`src/rtl/fb_stream_fetcher.sv`:
```
// Framebuffer engine on the SDRAM side: pattern-fills one of two frame buffers,
// then streams the displayed buffer into the pixel FIFO as read bursts.
module fb_stream_fetcher #(
    parameter int ADDR_W      = 22,
    parameter int DATA_W      = 32,
    parameter int BURST_LEN   = 8,
    parameter int FRAME_WORDS = 96000,
    parameter int BUF0_BASE   = 0,
    parameter int BUF1_BASE   = 131072,
    parameter int FIFO_DEPTH  = 1024,
    parameter int USED_W      = 10
) (
    input  logic              clk,
    input  logic              rst_n,
    input  logic              fill_start,
    input  logic              fill_buf,
    input  logic              fill_mode,
    input  logic [DATA_W-1:0] fill_value,
    input  logic              stream_en,
    input  logic              swap_req,
    output logic [1:0]        command,
    output logic [ADDR_W-1:0] data_address,
    output logic [DATA_W-1:0] data_write,
    input  logic [DATA_W-1:0] data_read,
    input  logic              data_read_valid,
    input  logic              data_write_done,
    input  logic [USED_W-1:0] fifo_used,
    output logic              fifo_wr_en,
    output logic [DATA_W-1:0] fifo_wr_data,
    output logic              active_buf,
    output logic              fill_done,
    output logic              frame_start,
    output logic              first_data_ready
);

    localparam int OFF_W = (FRAME_WORDS > 1) ? $clog2(FRAME_WORDS) : 1;
    localparam int CNT_W = (BURST_LEN > 1) ? $clog2(BURST_LEN) : 1;

    localparam logic [1:0]        CMD_IDLE   = 2'd0;
    localparam logic [1:0]        CMD_WRITE  = 2'd1;
    localparam logic [1:0]        CMD_READ   = 2'd2;
    localparam logic [OFF_W-1:0]  LAST_OFF   = OFF_W'(FRAME_WORDS - 1);
    localparam logic [CNT_W-1:0]  LAST_CNT   = CNT_W'(BURST_LEN - 1);
    localparam logic [USED_W:0]   USED_LIMIT = (USED_W + 1)'(FIFO_DEPTH - BURST_LEN);

    typedef enum logic [1:0] {
        S_IDLE,
        S_FILL,
        S_FILL_GAP,
        S_READ
    } state_t;

    state_t             state;
    logic               fill_buf_q;
    logic               fill_mode_q;
    logic [OFF_W-1:0]   fill_offset;
    logic [OFF_W-1:0]   stream_offset;
    logic [CNT_W-1:0]   burst_cnt;
    logic [CNT_W-1:0]   wr_cnt;
    logic               swap_pending;

    logic [OFF_W-1:0]   fill_next;
    logic [OFF_W-1:0]   stream_next;
    logic               stream_wrap;
    logic               buf_after_wrap;
    logic               fifo_has_room;

    function automatic logic [ADDR_W-1:0] word_addr(input logic b, input logic [OFF_W-1:0] off);
        logic [ADDR_W-1:0] base;
        base = b ? ADDR_W'(BUF1_BASE) : ADDR_W'(BUF0_BASE);
        return base + ADDR_W'(off);
    endfunction

    function automatic logic [DATA_W-1:0] fill_pattern(input logic mode,
                                                       input logic [OFF_W-1:0] off,
                                                       input logic [DATA_W-1:0] value);
        logic [7:0] lo;
        lo = 8'(off);
        return mode ? {(DATA_W / 8){lo}} : value;
    endfunction

    assign fill_next      = fill_offset + OFF_W'(1);
    assign stream_wrap    = (stream_offset == LAST_OFF);
    assign stream_next    = stream_wrap ? '0 : stream_offset + OFF_W'(1);
    assign buf_after_wrap = active_buf ^ (stream_wrap & swap_pending);
    assign fifo_has_room  = ({1'b0, fifo_used} <= USED_LIMIT);

    assign fifo_wr_en   = (command == CMD_READ) && data_read_valid;
    assign fifo_wr_data = data_read;

    // The fill keeps its own offset, so the stream position survives a fill untouched.
    always_ff @(posedge clk) begin
        if (!rst_n) begin
            state            <= S_IDLE;
            command          <= CMD_IDLE;
            data_address     <= ADDR_W'(BUF0_BASE);
            data_write       <= '0;
            fill_buf_q       <= 1'b0;
            fill_mode_q      <= 1'b0;
            fill_offset      <= '0;
            stream_offset    <= '0;
            burst_cnt        <= '0;
            wr_cnt           <= '0;
            active_buf       <= 1'b0;
            swap_pending     <= 1'b0;
            fill_done        <= 1'b0;
            frame_start      <= 1'b0;
            first_data_ready <= 1'b0;
        end else begin
            fill_done   <= 1'b0;
            frame_start <= 1'b0;
            if (swap_req) begin
                swap_pending <= 1'b1;
            end

            case (state)
                S_IDLE: begin
                    if (fill_start) begin
                        state        <= S_FILL;
                        command      <= CMD_WRITE;
                        fill_buf_q   <= fill_buf;
                        fill_mode_q  <= fill_mode;
                        fill_offset  <= '0;
                        wr_cnt       <= '0;
                        data_address <= word_addr(fill_buf, '0);
                        data_write   <= fill_pattern(fill_mode, '0, fill_value);
                    end else if (stream_en && fifo_has_room) begin
                        state        <= S_READ;
                        command      <= CMD_READ;
                        burst_cnt    <= LAST_CNT;
                        data_address <= word_addr(active_buf, stream_offset);
                    end
                end

                S_FILL: begin
                    if (data_write_done) begin
                        if (fill_offset == LAST_OFF) begin
                            state        <= S_IDLE;
                            command      <= CMD_IDLE;
                            fill_offset  <= '0;
                            fill_done    <= 1'b1;
                            data_address <= word_addr(active_buf, stream_offset);
                        end else begin
                            fill_offset  <= fill_next;
                            data_address <= word_addr(fill_buf_q, fill_next);
                            data_write   <= fill_pattern(fill_mode_q, fill_next, fill_value);
                            if (wr_cnt == LAST_CNT) begin
                                // One idle command cycle per group leaves the controller a refresh slot.
                                wr_cnt  <= '0;
                                state   <= S_FILL_GAP;
                                command <= CMD_IDLE;
                            end else begin
                                wr_cnt <= wr_cnt + CNT_W'(1);
                            end
                        end
                    end
                end

                S_FILL_GAP: begin
                    state   <= S_FILL;
                    command <= CMD_WRITE;
                end

                S_READ: begin
                    if (data_read_valid) begin
                        stream_offset <= stream_next;
                        data_address  <= word_addr(buf_after_wrap, stream_next);
                        if (stream_wrap) begin
                            frame_start <= 1'b1;
                            if (swap_pending) begin
                                active_buf <= ~active_buf;
                                if (!swap_req) begin
                                    swap_pending <= 1'b0;
                                end
                            end
                        end
                        if (burst_cnt == '0) begin
                            state            <= S_IDLE;
                            command          <= CMD_IDLE;
                            first_data_ready <= 1'b1;
                        end else begin
                            burst_cnt <= burst_cnt - CNT_W'(1);
                        end
                    end
                end

                default: begin
                    state   <= S_IDLE;
                    command <= CMD_IDLE;
                end
            endcase
        end
    end

endmodule

```
`config.mk`:
```
export PLATFORM = sky130hd
export DESIGN_NAME = fb_stream_fetcher
export DESIGN_NICKNAME = d
export VERILOG_FILES = /design/src/rtl/fb_stream_fetcher.sv
export SDC_FILE = /design/constraint.sdc
export NUM_CORES = 1
export LEC_CHECK = 0
export CAP_MARGIN = 20
export CORE_MARGIN = 4
export CORE_UTILIZATION = 43
export DETAILED_ROUTE_END_ITERATION = 16
export GPL_TIMING_DRIVEN = 1
export PLACE_DENSITY_LB_ADDON = 0.15
export SLEW_MARGIN = 10
export SYNTH_ARGS = -nofsm -noshare
export SYNTH_HDL_FRONTEND = slang
export SYNTH_SLANG_ARGS = --single-unit
```
`constraint.sdc`:
```
create_clock -name clk -period 2.3 [get_ports clk]
set_input_delay 0.46 -clock clk [delete_from_list [all_inputs] [get_ports clk]]
set_output_delay 0.46 -clock clk [all_outputs]
set_load 0.02 [all_outputs]
```
Yosys cells after proc, flatten, opt, wreduce, memory -nomap -nowiden

Index checks and enable logic that the tools add are counted.

$add $sub $neg: 7
Multiply operators: 0
Div/mod/pow operators: 0
Magnitude comparators: 1
Eq/ne operators: 17
Shift-type cells: 0
Mux-type cells: 53
Bitwise logic cells: 3
Reductions and logical operators: 18

Operators with widths:

| kind                                                            | count |
|---|---|
| 32-bit two-way mux                                              | 5 |
| 22-bit two-way mux                                              | 4 |
| 18-bit two-way mux                                              | 4 |
| 17-bit two-way mux                                              | 4 |
| 22-bit case mux with 3 select lines                             | 1 |
| 32-bit case mux with 2 select lines                             | 1 |
| 18-bit by 17-bit adder with 19-bit output                       | 3 |
| 17-bit by 1-bit adder with 17-bit output, second input constant | 2 |
| 17-bit == test, second input constant                           | 2 |
| 17-bit case mux with 2 select lines                             | 1 |
| 2-bit two-way mux                                               | 12 |
| 3-bit two-way mux                                               | 8 |
| 19-bit two-way mux                                              | 1 |
| 2-bit inequality test, second input constant                    | 8 |
| 2-bit case mux with 4 select lines                              | 2 |
| 3-bit case mux with 2 select lines                              | 2 |
| 3-bit AND reduction                                             | 4 |
| 4-bit AND reduction                                             | 3 |
| 10-bit less-or-equal comparator, second input constant          | 1 |
| 5-bit AND reduction                                             | 2 |
| 1-bit two-way mux                                               | 8 |
| 2-bit == test, second input constant                            | 3 |
| 3-bit inequality test, second input constant                    | 2 |
| 2-bit AND reduction                                             | 2 |
| other kinds (12)                                                | 14 |

Register bits: 105
Latch bits: 0
RAM bits: 0
Bits in read-only memories: 0
Input bits: 83
Output and inout port bits: 93
Word-level logic and storage cells: 114
Memories kept: 0

Logic depth before layout (Yosys ltp)

Depth in word-level cells: 7
Depth in mapped cells: 9
Mapped depth without buffers: 7

Least setup slack after synthesis

Ideal clock, no wire load.

Path kind: register -> register
Start: register fill_offset[0]
End: register data_address[17]
Setup time: 120 ps
Arrival time: 2,040 ps
Required time: 2,180 ps
Path slack: 140 ps
Stages on the path, launching flop included: 9
Path buffers: 2
Period minus slack after synthesis: 2,160 ps
Cells stage by stage: dfxtp_1 ha_1 nand4b_1 or4_1 buf_6 buf_6 o311ai_2 a21oi_1 o31a_1

Cells in the longest elaborated chain, start to end: 5
Elaborated cells on any way between the ends: 6
Those cells by class: 2 x add/sub; 1 x eq/ne; 3 x mux

RTL lines:

| element                                   | RTL line | source |
|---|---|---|
| start: declaration                        | 56       | `logic [OFF_W-1:0] fill_offset;` |
| start signal: assignment                  | 144      | `fill_offset <= fill_next;` |
| 17-bit by 1-bit adder with 17-bit output  | 82       | `assign fill_next = fill_offset + OFF_W'(1);` |
| 18-bit by 17-bit adder with 19-bit output | 71       | `return base + ADDR_W'(off);` |
| 19-bit two-way mux (*)                    | 137      | `if (fill_offset == LAST_OFF) begin` |
| 22-bit two-way mux (*)                    | 136      | `if (data_write_done) begin` |
| 22-bit case mux with 3 select lines (*)   | 116      | `case (state)` |
| end signal: assignment                    | 125      | `data_address <= word_addr(fill_buf, '0);` |
| end signal: assignment                    | 142      | `data_address <= word_addr(active_buf, stream_offset);` |
| end signal: assignment                    | 145      | `data_address <= word_addr(fill_buf_q, fill_next);` |
| end: declaration                          | 22       | `output logic [ADDR_W-1:0] data_address,` |

Mark *: on every way between the ends. The rest lies on a longest branch, timed or not. The select of a mux whose other input is x is not followed.
A chain may end at the register's enable or synchronous reset.

Final worst setup path

Start: input port data_read_valid
End: output port fifo_wr_en

Cells in the longest elaborated chain, start to end: 1

RTL lines:

| element            | RTL line | source |
|---|---|---|
| start: declaration | 25       | `input logic data_read_valid,` |
| 1-bit logical AND  | 88       | `assign fifo_wr_en = (command == CMD_READ) && data_read_valid;` |
| end: declaration   | 28       | `output logic fifo_wr_en,` |

Every way passes these cells.

==> metrics.md <==
| Metric | Value |
|---|---|
| Final setup viols | 0 |
| Root Buffer | clkbuf_16 |
| Residual DRC count | 0 |
| CP Capture Type | output port |
| Die X | 124 µm |
| Clock Latency Late Sink | 0.36 ns |
| #FFs+latches synth | 101 |
| Via-to-Cell Ratio | 5.78 |
| DRT iter0 DRCs | 481 |
| Avg Synthesized Cell Area | 7.58 µm² |
| Num CTS Buffers | 9 |
| Die area | 0.0155 mm² |
| Worst-path cell chain | clkdlybuf4s50_1, and3b_1, clkdlybuf4s50_1 |
| Most common cell after layout, fill and taps aside | clkdlybuf4s50_1 |
| Fraction of registers with async set/reset | 0 |
| DR vias | 6191 |
| I/O pins | 176 |
| Cell variety after synth | 77 |
| Worst hold path startpoint | data_write[11] |
| Top FF cell, synth | dfxtp_1 |
| Post-Syn Instances | 768 |
| Global route hottest layer | met2 |
| Crit Path Class | in -> out |
| Worst Path Max Fanout | 4 |
| Fin. Hold Viols | 0 |
| Antenna violations before repair | 0 |
| IR Drop Worst-Case VDD | 0.408 mV |
| Vias in the first global route | 6227 |
| M1 GR Usage | 0.317 |
| P per Cell Area | 747 mW/mm² |
| DP HPWL | 15100 µm |
| Clock transition at path regs | 0.07 ns |
| FF+latch area | 0.00202 mm² |
| Most frequent cells in the layout | 107 x clkdlybuf4s50_1, 99 x dfxtp_1, 90 x a21oi_1 |
| Ys Warns | 0 |
| Slowest stage delay, CP | 0.60 ns |
| Placement-stage worst setup slack | -0.251 ns |
| Layout filler cell count | 1239 |
| Register area share after synthesis | 0.347 |
| Htree depth | 3 |
| Port Buffers | 107 |
| Grt total ovfl | 0 |
| Multi-input logic area | 0.00327 mm² |
| Leakage | 2.86 nW |
| CTS tree | done |
| Fin. max-slew vios | 0 |
| Die Y | 124 µm |
| GRT Total Usage | 0.256 |
| RR Startpoint | fill_offset[16] |
| Hold Crit Depth | 2 |
| Highest Clock Rate | 0.449 GHz |
| R2R Setup Slk | 0.11 ns |
| Hold Path Class | reg -> reg |
| Min Tclk post-route | 2.23 ns |
| Routing usage on met3 | 0.0652 |
| Required time of the worst setup path | 1.84 ns |
| M2 GR Usage | 0.429 |
| Critical Path Start Type | input port |
| Setup TNS Final | 0 ns |
| CP most frequent cell | clkdlybuf4s50_1 |
| Max cap viols | 0 |
| Core box area | 0.0132 mm² |
| CTS Hold Buffers Added | 0 |
| DR WL/cell | 18.9 µm |
| Reg2Reg Depth | 7 |
| Fraction of layout cells with a size suffix above 1 | 0.147 |
| Period utilisation layout | 0.968 |
| PnR worst setup slack | 0.0731 ns |
| Antenna diode count | 0 |
| First-pass GRT wire length | 32500 µm |
| Clock sink count | 101 |
| Post-layout nets | 979 |
| Largest net degree at the start of global routing | 40 |
| EDFF count, synth | 0 |
| Worst rel slew slack | 0.440 |
| Reg2reg end | fill_offset[12] |
| CP arrival | 1.77 ns |
| Initial Utilization | 0.440 |
| Row cnt | 42 |
| Longest Clk Path Bufs | 2 |
| Final wirelength | 20200 µm |
| DRT Pass-1 Iters | 7 |
| Number of antenna-violating nets in the routed design | 0 |
| Status | finished clean |
| GPL Wtd Cong | 0.909 |
| Area Growth Syn to Fin | 32.2% |
| Post-Syn Area | 0.00582 mm² |
| Worst Max-Slew Pin Slew | 0.832 ns |
| CP max stage cell | clkdlybuf4s50_1 |
| Clock skew | 0.00742 ns |
| Hold endpoint | data_write[11] |
-- layout make-up --
cell class,instances,area share
tap,176,0.0286
inverter,12,0.00585
timing repair buffer,199,0.240
clock inverter,6,0.00715
clock buffer,10,0.0298
sequential,101,0.263
multi-input combinational,567,0.425
-- power breakdown --
group | internal, mW | switching (mW) | total [mW]
Sequential | 1.95 | 0.134 | 2.09
Combinational | 0.930 | 1.24 | 2.17
Clock | 0.756 | 0.735 | 1.49
-- state kept, by name (all words and copies together) (netlist names) --
register	count
data_write	32
data_address	18
fill_offset	17
stream_offset	17
burst_cnt	3
wr_cnt	3
command	2
state	2
active_buf	1
fill_buf_q	1
fill_done	1
fill_mode_q	1
first_data_ready	1
frame_start	1
swap_pending	1
-- per-layer routing --
metal	share of wire	vias up
li1	-	2988
met1	0.42	2924
met5	0	-
met3	0.069	58
met4	0.031	0
met2	0.48	221
-- how the worst max path moves through the flow --
stage	startpoint	endpoint	cells after the start
after floorplan	fill_offset[0]	data_address[17]	8
after global placement	fill_start	data_address[17]	9
after detailed placement	fill_start	data_address[17]	9
after CTS	fill_offset[1]	data_address[13]	8
after global routing	fill_offset[0]	data_address[8]	8
final	data_read_valid	fifo_wr_en	3
-- critical path, delay by kind of cell --
family	cells	cell delay, ns
buf+inv	2	1.14
simple gates	1	0.17
-- synthesized netlist by cell type (all sizes together), types with 11 or more instances --
| library cell | instances | share of area |
|---|---|---|
| clkbuf | 32 | 0.021 |
| o21ai | 61 | 0.054 |
| nor3 | 32 | 0.029 |
| dfxtp | 101 | 0.35 |
| nand4 | 11 | 0.012 |
| nand2 | 87 | 0.057 |
| nor2 | 63 | 0.042 |
| nand3 | 43 | 0.038 |
| a21oi | 93 | 0.081 |
| a211oi | 11 | 0.014 |
| nor4 | 12 | 0.015 |
| and3 | 12 | 0.013 |
| or3 | 11 | 0.012 |
| buf | 59 | 0.069 |
-- kinds of logic (layout without fill, tap and decap cells) --
| logic type | after synthesis | after routing | share of synthesized area |
|---|---|---|---|
| mux | 6 | 6 | 0.0110 |
| simple gates | 306 | 306 | 0.265 |
| xor+xnor | 17 | 17 | 0.0256 |
| flops | 101 | 101 | 0.347 |
| fa+ha+maj | 6 | 6 | 0.0129 |
| buf+inv | 103 | 227 | 0.0978 |
| compound gates | 228 | 228 | 0.239 |
| other cells | 1 | 4 | 0.000644 |
-- repair_timing --
item                       in CTS  in global routing
resized for setup               1                  7
pin swaps                       0                  3
cloned                          0                  0
setup endpoints to repair       3                 44
setup buffers                   0                  2
-- metrics by stage --
step	utilization	hold WS [ns]	cells	cell area (µm²)	power (mW)
CTS	0.578	0.461	1069	7650	5.77
global placement	0.556	0.440	1053	7370	4.24
finish	0.581	0.458	1071	7690	5.75
global route	0.581	0.479	1071	7690	6.04
detailed placement	0.556	0.450	1053	7370	4.27
floorplan	-	0.436	771	5830	3.31
No activity file was read; power rests on OpenSTA's default activity.
